**config.mk**
```make
export PLATFORM = sky130hd
export DESIGN_NAME = lsu_frame_sched
export DESIGN_NICKNAME = d
export VERILOG_FILES = /design/src/rtl/lrf_pkg.sv /design/src/rtl/lsu_wb_delay.sv /design/src/rtl/lsu_frame_sched.sv
export SDC_FILE = /design/constraint.sdc
export NUM_CORES = 1
export LEC_CHECK = 0
export ABC_AREA = 1
export CAP_MARGIN = 20
export CORE_MARGIN = 3
export CORE_UTILIZATION = 50
export CTS_BUF_LIST = sky130_fd_sc_hd__clkbuf_8
export DETAILED_ROUTE_END_ITERATION = 8
export PLACE_DENSITY = 0.79
export SKIP_LAST_GASP = 1
export SLEW_MARGIN = 15
export SYNTH_ARGS = -nofsm -noshare
export SYNTH_HDL_FRONTEND = slang
export SYNTH_SLANG_ARGS = --single-unit
```
**constraint.sdc**
```tcl
create_clock -name clk -period 4.1 [get_ports clk]
set_clock_uncertainty 0.2 [all_clocks]
set_input_delay 0.41 -clock clk [delete_from_list [all_inputs] [get_ports clk]]
set_output_delay 0.41 -clock clk [all_outputs]
set_load 0.02 [all_outputs]
```
**src/rtl/lrf_pkg.sv**
```systemverilog
// Shared types and size helpers for the frame-buffer LSU scheduler.
package lrf_pkg;

    typedef enum logic [1:0] {
        IDLE  = 2'd0,
        RUN   = 2'd1,
        FLUSH = 2'd2
    } state_e;

    localparam int MAX_PIPE_LAT = 8;

    function automatic int calc_mem_depth(input int dim, input int ppb);
        return (dim * dim) / ppb;
    endfunction

    // A one-beat frame would still need a 1-bit address.
    function automatic int calc_addr_width(input int depth);
        return (depth > 1) ? $clog2(depth) : 1;
    endfunction

endpackage

```
**src/rtl/lsu_wb_delay.sv**
```systemverilog
// Valid+address delay line: a token entering here emerges DEPTH cycles later
// as the write-back strobe and address.
module lsu_wb_delay #(
    parameter int DEPTH = 2,
    parameter int AW    = 14
) (
    input  logic          clk,
    input  logic          areset,
    input  logic          in_valid,
    input  logic [AW-1:0] in_addr,
    output logic          out_valid,
    output logic [AW-1:0] out_addr,
    output logic          early_pending
);

    logic [DEPTH-1:0] valid_reg;
    logic [DEPTH-1:0] valid_next;
    logic [AW-1:0]    addr_reg  [DEPTH];
    logic [AW-1:0]    addr_next [DEPTH];

    genvar gi;
    generate
        for (gi = 0; gi < DEPTH; gi++) begin : g_stage
            if (gi == 0) begin : g_head
                assign valid_next[gi] = in_valid;
                assign addr_next[gi]  = in_addr;
            end else begin : g_tail
                assign valid_next[gi] = valid_reg[gi-1];
                assign addr_next[gi]  = addr_reg[gi-1];
            end
        end

        // Tokens still upstream of the output stage; empty means the pipe drains this cycle.
        if (DEPTH > 1) begin : g_pending
            assign early_pending = |valid_reg[DEPTH-2:0];
        end else begin : g_no_pending
            assign early_pending = 1'b0;
        end
    endgenerate

    always_ff @(posedge clk or posedge areset) begin
        if (areset) begin
            valid_reg <= '0;
            for (int i = 0; i < DEPTH; i++) begin
                addr_reg[i] <= '0;
            end
        end else begin
            valid_reg <= valid_next;
            for (int i = 0; i < DEPTH; i++) begin
                addr_reg[i] <= addr_next[i];
            end
        end
    end

    assign out_valid = valid_reg[DEPTH-1];
    assign out_addr  = addr_reg[DEPTH-1];

endmodule

```
**src/rtl/lsu_frame_sched.sv**
```systemverilog
// Per-frame read-modify-write sequencer: reads word k on each accepted beat and
// writes word k back a fixed PIPE_LAT cycles later.
module lsu_frame_sched
    import lrf_pkg::*;
#(
    parameter int PIXELS_PER_BEAT = 16,
    parameter int IMAGE_DIM       = 512,
    parameter int BIT_WIDTH       = 8,
    parameter int PIPE_LAT        = 2,
    parameter int MEM_DEPTH       = calc_mem_depth(IMAGE_DIM, PIXELS_PER_BEAT),
    parameter int ADDR_WIDTH      = calc_addr_width(MEM_DEPTH),
    parameter int FCNT_WIDTH      = 16
) (
    input  logic                  clk,
    input  logic                  areset,
    input  logic                  start,
    input  logic                  clear_history,
    input  logic                  s_valid,
    output logic                  s_ready,
    input  logic                  s_last,
    output logic                  mem_re,
    output logic [ADDR_WIDTH-1:0] mem_raddr,
    output logic                  mem_we,
    output logic [ADDR_WIDTH-1:0] mem_waddr,
    output logic                  first_frame,
    output logic                  busy,
    output logic                  done,
    output logic                  last_err,
    output logic [FCNT_WIDTH-1:0] frame_cnt
);

    generate
        if (PIPE_LAT < 1 || PIPE_LAT > MAX_PIPE_LAT || MEM_DEPTH <= PIPE_LAT || BIT_WIDTH < 1) begin : g_bad_params
            $error("lsu_frame_sched: illegal parameterisation");
        end
    endgenerate

    localparam logic [ADDR_WIDTH-1:0] LAST_BEAT = ADDR_WIDTH'(MEM_DEPTH - 1);

    state_e                  state_reg;
    state_e                  state_next;
    logic [ADDR_WIDTH-1:0]   beat_cnt_reg;
    logic [FCNT_WIDTH-1:0]   frame_cnt_reg;
    logic                    first_frame_reg;
    logic                    last_err_reg;

    logic accept;
    logic last_beat;
    logic early_pending;
    logic frame_done;

    assign accept     = s_valid && (state_reg == RUN);
    assign last_beat  = (beat_cnt_reg == LAST_BEAT);
    assign frame_done = (state_reg == FLUSH) && !early_pending;

    lsu_wb_delay #(
        .DEPTH (PIPE_LAT),
        .AW    (ADDR_WIDTH)
    ) u_wb_delay (
        .clk           (clk),
        .areset        (areset),
        .in_valid      (accept),
        .in_addr       (beat_cnt_reg),
        .out_valid     (mem_we),
        .out_addr      (mem_waddr),
        .early_pending (early_pending)
    );

    always_ff @(posedge clk or posedge areset) begin
        if (areset) begin
            state_reg <= IDLE;
        end else begin
            state_reg <= state_next;
        end
    end

    always_comb begin
        state_next = state_reg;
        case (state_reg)
            IDLE:    if (start) state_next = RUN;
            RUN:     if (accept && last_beat) state_next = FLUSH;
            FLUSH:   if (!early_pending) state_next = IDLE;
            default: state_next = IDLE;
        endcase
    end

    always_comb begin
        s_ready = (state_reg == RUN);
        busy    = (state_reg != IDLE);
        mem_re  = accept;
        // Only the final token can be at the output once nothing is queued behind it.
        done    = (state_reg == FLUSH) && mem_we && !early_pending;
    end

    always_ff @(posedge clk or posedge areset) begin
        if (areset) begin
            beat_cnt_reg    <= '0;
            frame_cnt_reg   <= '0;
            first_frame_reg <= 1'b1;
            last_err_reg    <= 1'b0;
        end else begin
            if (accept) begin
                beat_cnt_reg <= last_beat ? '0 : beat_cnt_reg + 1'b1;
            end

            if (frame_done) begin
                frame_cnt_reg <= frame_cnt_reg + 1'b1;
            end

            // A history clear alongside start wins, so the new frame bypasses history.
            if (state_reg == IDLE && clear_history) begin
                first_frame_reg <= 1'b1;
            end else if (frame_done) begin
                first_frame_reg <= 1'b0;
            end

            if (state_reg == IDLE && start) begin
                last_err_reg <= 1'b0;
            end else if (accept && (s_last != last_beat)) begin
                last_err_reg <= 1'b1;
            end
        end
    end

    assign mem_raddr   = beat_cnt_reg;
    assign frame_cnt   = frame_cnt_reg;
    assign first_frame = first_frame_reg;
    assign last_err    = last_err_reg;

endmodule
```
== Yosys cells after proc, flatten, opt, wreduce, memory -nomap -nowiden ==
Index checks and enable logic that the tools add are counted.
Widths: inputs -> output; s select.
Storage, ports and cells
  input port bits: 6
  logic and storage cells: 40
  register bits: 64
Operators by class
  mux-type cells: 9
  $add $sub $neg: 2
  reduce and logical (&&, ||, !) cells: 14
  equality and inequality tests: 7
Operator list (number)
  $add 16x1->16 const B: 1
  $add 14x1->14 const B: 1
  $eq 14x14->1 const B: 1
  $mux 14: 1
  $logic_and 1x1->1: 8
  $mux 2: 3
  $pmux 2 s3: 1
  $reduce_bool 2->1: 3
  $mux 1: 4
  $ne 2x2->1 const B: 2
  $reduce_and 3->1: 1
  $eq 2x1->1 const B: 1
  $eq 2x2->1 const B: 1
  $logic_not 2->1: 1
  $ne 2x1->1 const B: 1
  $logic_not 1->1: 1
  $ne 1x1->1: 1

== Longest topological paths before layout ==
Gate-level depths: netlist of run 1.
  word-level depth: 5
  depth in mapped cells: 9
  mapped depth without buffers: 9

== By module ==
From an unflattened synthesis of run 1, not the netlist that was laid out.
Second synthesis, totals
  cells, all modules: 257
  area total of the unflattened synthesis: 2583.7 um^2
Modules (own cells, without submodules)
  lsu_frame_sched: cells an instance 226, times used 1, area an instance 1829.3 um^2, sequential area each 852.1 um^2
  lsu_wb_delay: cells an instance 31, times used 1, area an instance 754.5 um^2, sequential area each 750.7 um^2

== Worst setup path after synthesis of run 1 ==
OpenSTA, ideal clock, no wires.
  path kind: flip-flop to flip-flop
  start: register frame_cnt_reg[1], in the netlist frame_cnt[1]
  end: register frame_cnt_reg[12], in the netlist frame_cnt[12]
  required time: 3.787 ns
  arrival: 1.316 ns
  library setup time: 0.113 ns
  setup slack: 2.471 ns
  cell stages (with the launch flop): 9
  period minus slack after synthesis: 1.629 ns
  buffers on the path: 0
  path through: dfrtp_1 > ha_1 > nand3_1 > nor2_4 > nand4_2 > nor2_1 > nand2_1 > nand2_1 > inv_1
Between the ends
  longest elaborated chain between the ends: 1
Ends and longest elaborated chain
  start, declared: RTL line lsu_frame_sched.sv:43  | logic [FCNT_WIDTH-1:0] frame_cnt_reg;
  start signal, assigned: RTL line lsu_frame_sched.sv:107  | frame_cnt_reg <= frame_cnt_reg + 1'b1;
  $add 16x1->16: RTL line lsu_frame_sched.sv:107
No other way between the ends.
A chain may end at the register's enable or synchronous reset.

== Worst setup path after layout of run 1 ==
  start: input port s_valid
  end: output port mem_re
Between the ends
  longest elaborated chain between the ends: 1
Ends and longest elaborated chain
  start, declared: RTL line lsu_frame_sched.sv:18  | input logic s_valid,
  $logic_and 1x1->1: RTL line lsu_frame_sched.sv:52  | assign accept = s_valid && (state_reg == RUN);
  end, declared: RTL line lsu_frame_sched.sv:21  | output logic mem_re,
No other way between the ends.

==> flow_summary_export.csv, run 1 <==
group,metric,value,unit
outcome,run_status,"finished clean",
die,fp.dieW,78.8,µm
finish,final_layout_size_suffix_gt1_share,10.6,%
place,portBuffers,56,
sta,hold_viol_final,0,
finish,largest_register_ffs,16,
setup_path,rr_startpoint,"mem_raddr[1]",
global_route,grt-ovfl-total,0,
sta,fmax,392,MHz
clock_tree,clkTransAtPathRegs,0.07,ns
detailed_routing,dr_total_vias,1815,
yosys,synth.top_cells.by_area,"dfrtp_1 (60%), nand2_1 (7.5%), inv_1 (5.8%)",
sta,worst_pin_slew,0.288,ns
global_route,grt_pass1_wl,8510,µm
clock_tree,ctsResizeCount,0,
die,core-area,0.00491,mm²
detailed_routing,route.detailed.drc,0,
clock_tree,cts_max_level,3,
yosys,synth_edf_count,0,
detailed_routing,dr.first_iter.drc_count,58,
setup_path,path_buf_inv,3,
global_route,antenna_found_initial,0,
setup_path,slowest_delay,0.65,ns
global_route,grt_pass1_vias,1836,
clock_tree,clock-sinks,64,
detailed_routing,wl_per_cell,12.2,µm
clock_tree,clockBufferDepth,2,
yosys,syn_area,0.00265,mm²
setup_path,worstSetupEndpointType,"output port",
finish,multi_input_area,786,µm²
sta,period_share,62.2,%
yosys,synth.top_cell.area_share,59.5,%
detailed_routing,drtPass1Iterations,4,
die,start_util,53.9,%
setup_path,rrSetupSlack,2.36,ns
power,power_density,453,mW/mm²
die,ios,57,
global_route,grt_max_degree,51,
yosys,ys_warn_count,0,
finish,nNetsFinal,324,
detailed_routing,viasPerCell,4.68,
setup_path,worstPathArrival,1.94,ns
min_path,hp-class,"in2async",
yosys,synth.largest_area_cell,"dfrtp_1",
setup_path,cp_common_cell,"clkdlybuf4s50_1",
setup_path,path_delay_family,"buffers and inverters",
yosys,synth_common_cells,"dfrtp_1 (63), nand2_1 (53), inv_1 (41)",
yosys,synth_fp_nets,269,
yosys,seq_area_frac_synth,60.5,%
setup_path,reg2reg_to,"state_reg[0]",
setup_path,cp-start-kind,"input port",
yosys,synth_most_common_cell,"dfrtp_1",
finish,area_growth,28.4,%
setup_path,path_cells,"clkdlybuf4s50_1 > nand3_4 > inv_1 > clkdlybuf4s50_1",
power,power.leakage,1.72,nW
detailed_routing,wirelength,4730,µm
clock_tree,cts_tree,"built",
clock_tree,clock_latency,0.33,ns
die,rows,25,
yosys,avgSynthCellArea,10.1,µm²
die,dieArea,0.00620,mm²
place,finalWeightedCongestion,0.775,
setup_path,path_max_fanout,8,
place,hpwl,3490,µm
yosys,ys_types,27,
sta,final_max_slew_viol_count,0,
setup_path,cp.required,3.49,ns
finish,register_area,0.00160,mm²
clock_tree,cts_made_buffers,9,
detailed_routing,ant_nets,0,
sta,finalSetupViolations,0,
clock_tree,hold_buffers,0,
power,p_total,0.00154,W
yosys,synthCells,261,
finish,antenna_cells,0,
run,maxCapViolations,0,
sta,post-route-min-period,2.55,ns
setup_path,cp_slowest_cell,"clkdlybuf4s50_1",
sta,rsz0062_at_grt,"false",
finish,num-fill-cells,404,
yosys,synth_ff_type,"dfrtp_1",
power,ir_worst_vdd,0.000437,V
setup_path,reg2reg_depth,6,
setup_path,worst-setup-path-type,"in2out",
yosys,synthArstFlopShare,100,%
global_route,grtUsageTotal,17.9,%
sta,tns,0,ns
sta,slew_headroom,80.8,%
die,die_h,78.8,µm
yosys,ys_seq_elements,64,
clock_tree,root_buffer,"clkbuf_8",
clock_tree,cts_setup_buffers,0,
logic make-up after synthesis:
| kind of cell | share of synthesized area, % |
|---|---|
| fa+ha+maj | 0.945 |
| buf+inv | 9.78 |
| xor+xnor | 5.62 |
| flops | 60.5 |
| simple gates | 20.7 |
| compound gates | 2.41 |
cell type report:
| cell class | instances | share of cell area, % |
|---|---|---|
| inverter | 41 | 4.53 |
| clock inverter | 4 | 0.552 |
| tap | 67 | 2.47 |
| timing repair buffer | 58 | 17.3 |
| clock buffer | 12 | 4.86 |
| sequential | 64 | 47.2 |
| multi-input combinational | 142 | 23.1 |
routing by layer:
layer  share of wire, %  wire length (µm)  GRT usage (%)
met5                  0                 0              0
met2                 50              2380           29.5
met1                 42              2000           21.1
met4                1.9                88           8.39
met3                5.5               258           6.24
placed cells by master (no fill, tap or decap), drive strengths merged, types with 3 or more instances in the layout:
| cell | n |
|---|---|
| dfrtp | 63 |
| xnor2 | 3 |
| nand2 | 56 |
| clkbuf | 12 |
| nor3 | 6 |
| xor2 | 14 |
| nand3 | 14 |
| inv | 42 |
| clkdlybuf4s50 | 56 |
| o21ai | 6 |
| nand4 | 3 |
| clkinv | 3 |
| nor2 | 32 |
worst max-delay path by stage:
stage                        from            to  cells past startpoint  slack, ns
after floorplan            areset  frame_cnt[0]                      1       1.89
after global placement    s_valid        mem_re                      4       1.56
after detailed placement  s_valid        mem_re                      4       1.55
after CTS                 s_valid        mem_re                      4       1.54
after global routing      s_valid        mem_re                      4       1.44
final                     s_valid        mem_re                      4       1.55
worst register-to-register path, cell delays in order, from the launching register on:
cell and delay [ns]:
dfrtp_1 0.41, ha_1 0.19, nand3_1 0.16, nor3_4 0.31
nand2_2 0.17, inv_1 0.13, o21ai_1 0.06
through the flow:
step | utilization, % | area [µm²] | hold WS [ns] | instances | worst slack, ns
after floorplan | - | 2650 | 0.131 | 261 | 1.89
after global routing | 69.2 | 3400 | 0.130 | 388 | 1.44
after CTS | 68.8 | 3380 | 0.146 | 387 | 1.54
after global placement | 65.0 | 3190 | 0.131 | 371 | 1.56
final | 69.2 | 3400 | 0.135 | 388 | 1.55
after detailed placement | 65.0 | 3190 | 0.136 | 371 | 1.55
power by group:
part	leakage, nW	internal [W]	switching, W
registers	0.773	0.000715	0.0000575
logic	0.844	0.000134	0.000148
clock network	0.103	0.000263	0.000221
Power figures use the tool's default switching activity.
==> run 2: changes to the inputs <==
--- a/config.mk
+++ b/config.mk
@@ -8,10 +8,10 @@
 export ABC_AREA = 1
 export CAP_MARGIN = 20
 export CORE_MARGIN = 3
-export CORE_UTILIZATION = 50
+export CORE_UTILIZATION = 47
 export CTS_BUF_LIST = sky130_fd_sc_hd__clkbuf_8
 export DETAILED_ROUTE_END_ITERATION = 8
-export PLACE_DENSITY = 0.79
+export PLACE_DENSITY = 0.78
 export SKIP_LAST_GASP = 1
 export SLEW_MARGIN = 15
 export SYNTH_ARGS = -nofsm -noshare
==> constraint.sdc (replaced) <==
create_clock -name clk -period 2.17 [get_ports clk]
set_clock_uncertainty 0.2 [all_clocks]
set_input_delay 0.217 -clock clk [delete_from_list [all_inputs] [get_ports clk]]
set_output_delay 0.217 -clock clk [all_outputs]
set_load 0.02 [all_outputs]
==> run 2 against run 1 <==
Compared with the run above:
- count of clock-buffer cells in the layout unchanged
- total power up 96%
- final cell count up 0.77%
- critical path depth unchanged
- non-clock buffer count up 1
- clock power up 110%
- first-iteration DRC count down 43%
- sequential share of layout area down 0.43 points
- die area up 5.9%
- sequential power up 88%
- worst setup slack worse by 1.5 ns
- cell area up 0.92%
==> flow_summary_export.csv, run 2 (synthesis gave the netlist of run 1 again) <==
group,metric,value,unit
die,start_util,50.2,%
sta,fmax,480,MHz
finish,num-fill-cells,443,
global_route,grt_pass1_vias,1895,
setup_path,worstSetupEndpointType,"output port",
clock_tree,clock_latency,0.33,ns
setup_path,cp_common_cell,"inv_1",
clock_tree,clock-sinks,64,
setup_path,slowest_delay,0.59,ns
outcome,run_status,"finished clean",
global_route,antenna_found_initial,0,
sta,tns,0,ns
detailed_routing,wirelength,4670,µm
clock_tree,clockBufferDepth,2,
sta,slew_headroom,78.4,%
global_route,grtUsageTotal,17.1,%
finish,area_growth,29.5,%
detailed_routing,route.detailed.drc,0,
power,power_density,881,mW/mm²
setup_path,rrSetupSlack,0.42,ns
setup_path,worstPathArrival,1.67,ns
detailed_routing,ant_nets,0,
detailed_routing,viasPerCell,4.69,
finish,final_common_cell,"dfrtp_1",
power,ir_worst_vdd,0.000711,V
clock_tree,cts_made_buffers,9,
sta,rsz0062_at_grt,"false",
clock_tree,hold_buffers,0,
die,fp.dieW,81.1,µm
sta,hold_viol_final,0,
clock_tree,clkTransAtPathRegs,0.07,ns
setup_path,cp.required,1.75,ns
setup_path,path_delay_family,"buffers and inverters",
setup_path,rr_startpoint,"mem_raddr[1]",
setup_path,path_max_fanout,3,
setup_path,reg2reg_depth,6,
global_route,grt_max_degree,65,
setup_path,cp-start-kind,"register",
sta,worst_pin_slew,0.324,ns
place,hpwl,3410,µm
sta,post-route-min-period,2.08,ns
finish,largest_register_ffs,16,
die,dieArea,0.00657,mm²
global_route,grt-ovfl-total,0,
setup_path,cp_slowest_cell,"clkdlybuf4s50_1",
global_route,grt_pass1_wl,8290,µm
clock_tree,cts_tree,"built",
detailed_routing,wl_per_cell,11.9,µm
finish,most-common-layout-cells,"dfrtp_1 (63), clkdlybuf4s50_1 (55), nand2_1 (53)",
detailed_routing,dr_total_vias,1835,
die,ios,57,
finish,nNetsFinal,325,
die,rows,26,
setup_path,reg2reg_to,"state_reg[0]",
finish,final_layout_size_suffix_gt1_share,10.9,%
die,die_h,81.1,µm
clock_tree,root_buffer,"clkbuf_8",
finish,utilization,65.1,%
setup_path,worst-setup-path-type,"reg2out",
sta,period_share,96.0,%
sta,final_max_slew_viol_count,0,
detailed_routing,drtPass1Iterations,4,
place,portBuffers,56,
setup_path,path_buf_inv,3,
place,finalWeightedCongestion,0.814,
power,power.leakage,1.73,nW
clock_tree,cts_max_level,3,
setup_path,path_cells,"inv_1 > nand2_1 > inv_1 > clkdlybuf4s50_1",
sta,finalSetupViolations,0,
clock_tree,ctsResizeCount,1,
run,maxCapViolations,0,
die,core-area,0.00527,mm²
setup_path,crit_path_start,"state_reg[1]",
min_path,hp-class,"in2async",
clock_tree,cts_setup_buffers,0,
detailed_routing,dr.first_iter.drc_count,33,
finish,antenna_cells,0,
[run 2: area by class of cell]
type,instances,area (µm²),share of cell area (%)
flip-flops and latches,64,1600,46.7
multi-input cells,142,786,22.9
repair buffers,59,594,17.3
clock buffers,12,165,4.82
inverters,41,154,4.49
well taps,70,87.6,2.55
clock inverters,3,40.0,1.17
[run 2: worst register-to-register path, cell delays in order, from the launching register on]
cell and delay [ns]:
dfrtp_1 0.41, ha_1 0.19, nand3_1 0.16, nor3_4 0.30, nand2_2 0.16, inv_1 0.15, o21ai_1 0.07
[run 2: how the worst max path moves through the flow]
| stage | to | slack, ns | cells after the start |
|---|---|---|---|
| 2_1_floorplan | frame_cnt[0] | 0.16 | 1 |
| 3_3_place_gp | mem_re | 0.20 | 4 |
| 3_5_place_dp | mem_re | 0.19 | 4 |
| 6_report | s_ready | 0.09 | 4 |
| 5_1_grt | done | 0.02 | 4 |
| 4_1_cts | s_ready | 0.05 | 4 |
[run 2: metal layers]
layer / part of all wire, % / vias to the layer above / GRT usage [%] / wire, µm
met1: 42 / 871 / 19.9 / 1980
li1: - / 901 / - / -
met2: 50 / 54 / 28.4 / 2320
met5: 0 / - / 0 / 0
met4: 2.6 / 0 / 11.5 / 121
met3: 5.3 / 9 / 3.66 / 248
[run 2: power breakdown]
part | internal, W | switching (W) | leakage [nW]
clock network | 0.000614 | 0.000425 | 0.108
registers | 0.00135 | 0.000102 | 0.773
logic | 0.000253 | 0.000278 | 0.850
total | 0.00222 | 0.000805 | 1.73
[run 2: stage by stage]
| stage | cells | instance area (µm²) | setup WS [ns] | power (W) | hold WS, ns |
|---|---|---|---|---|---|
| after CTS | 391 | 3430 | 0.0548 | 0.00307 | 0.0593 |
| after floorplan | 261 | 2650 | 0.157 | 0.00180 | 0.131 |
| after global placement | 376 | 3230 | 0.196 | 0.00201 | 0.132 |
| after global routing | 391 | 3430 | 0.0190 | 0.00318 | 0.0851 |
| after detailed placement | 376 | 3230 | 0.194 | 0.00202 | 0.135 |
| final | 391 | 3430 | 0.0862 | 0.00302 | 0.0488 |
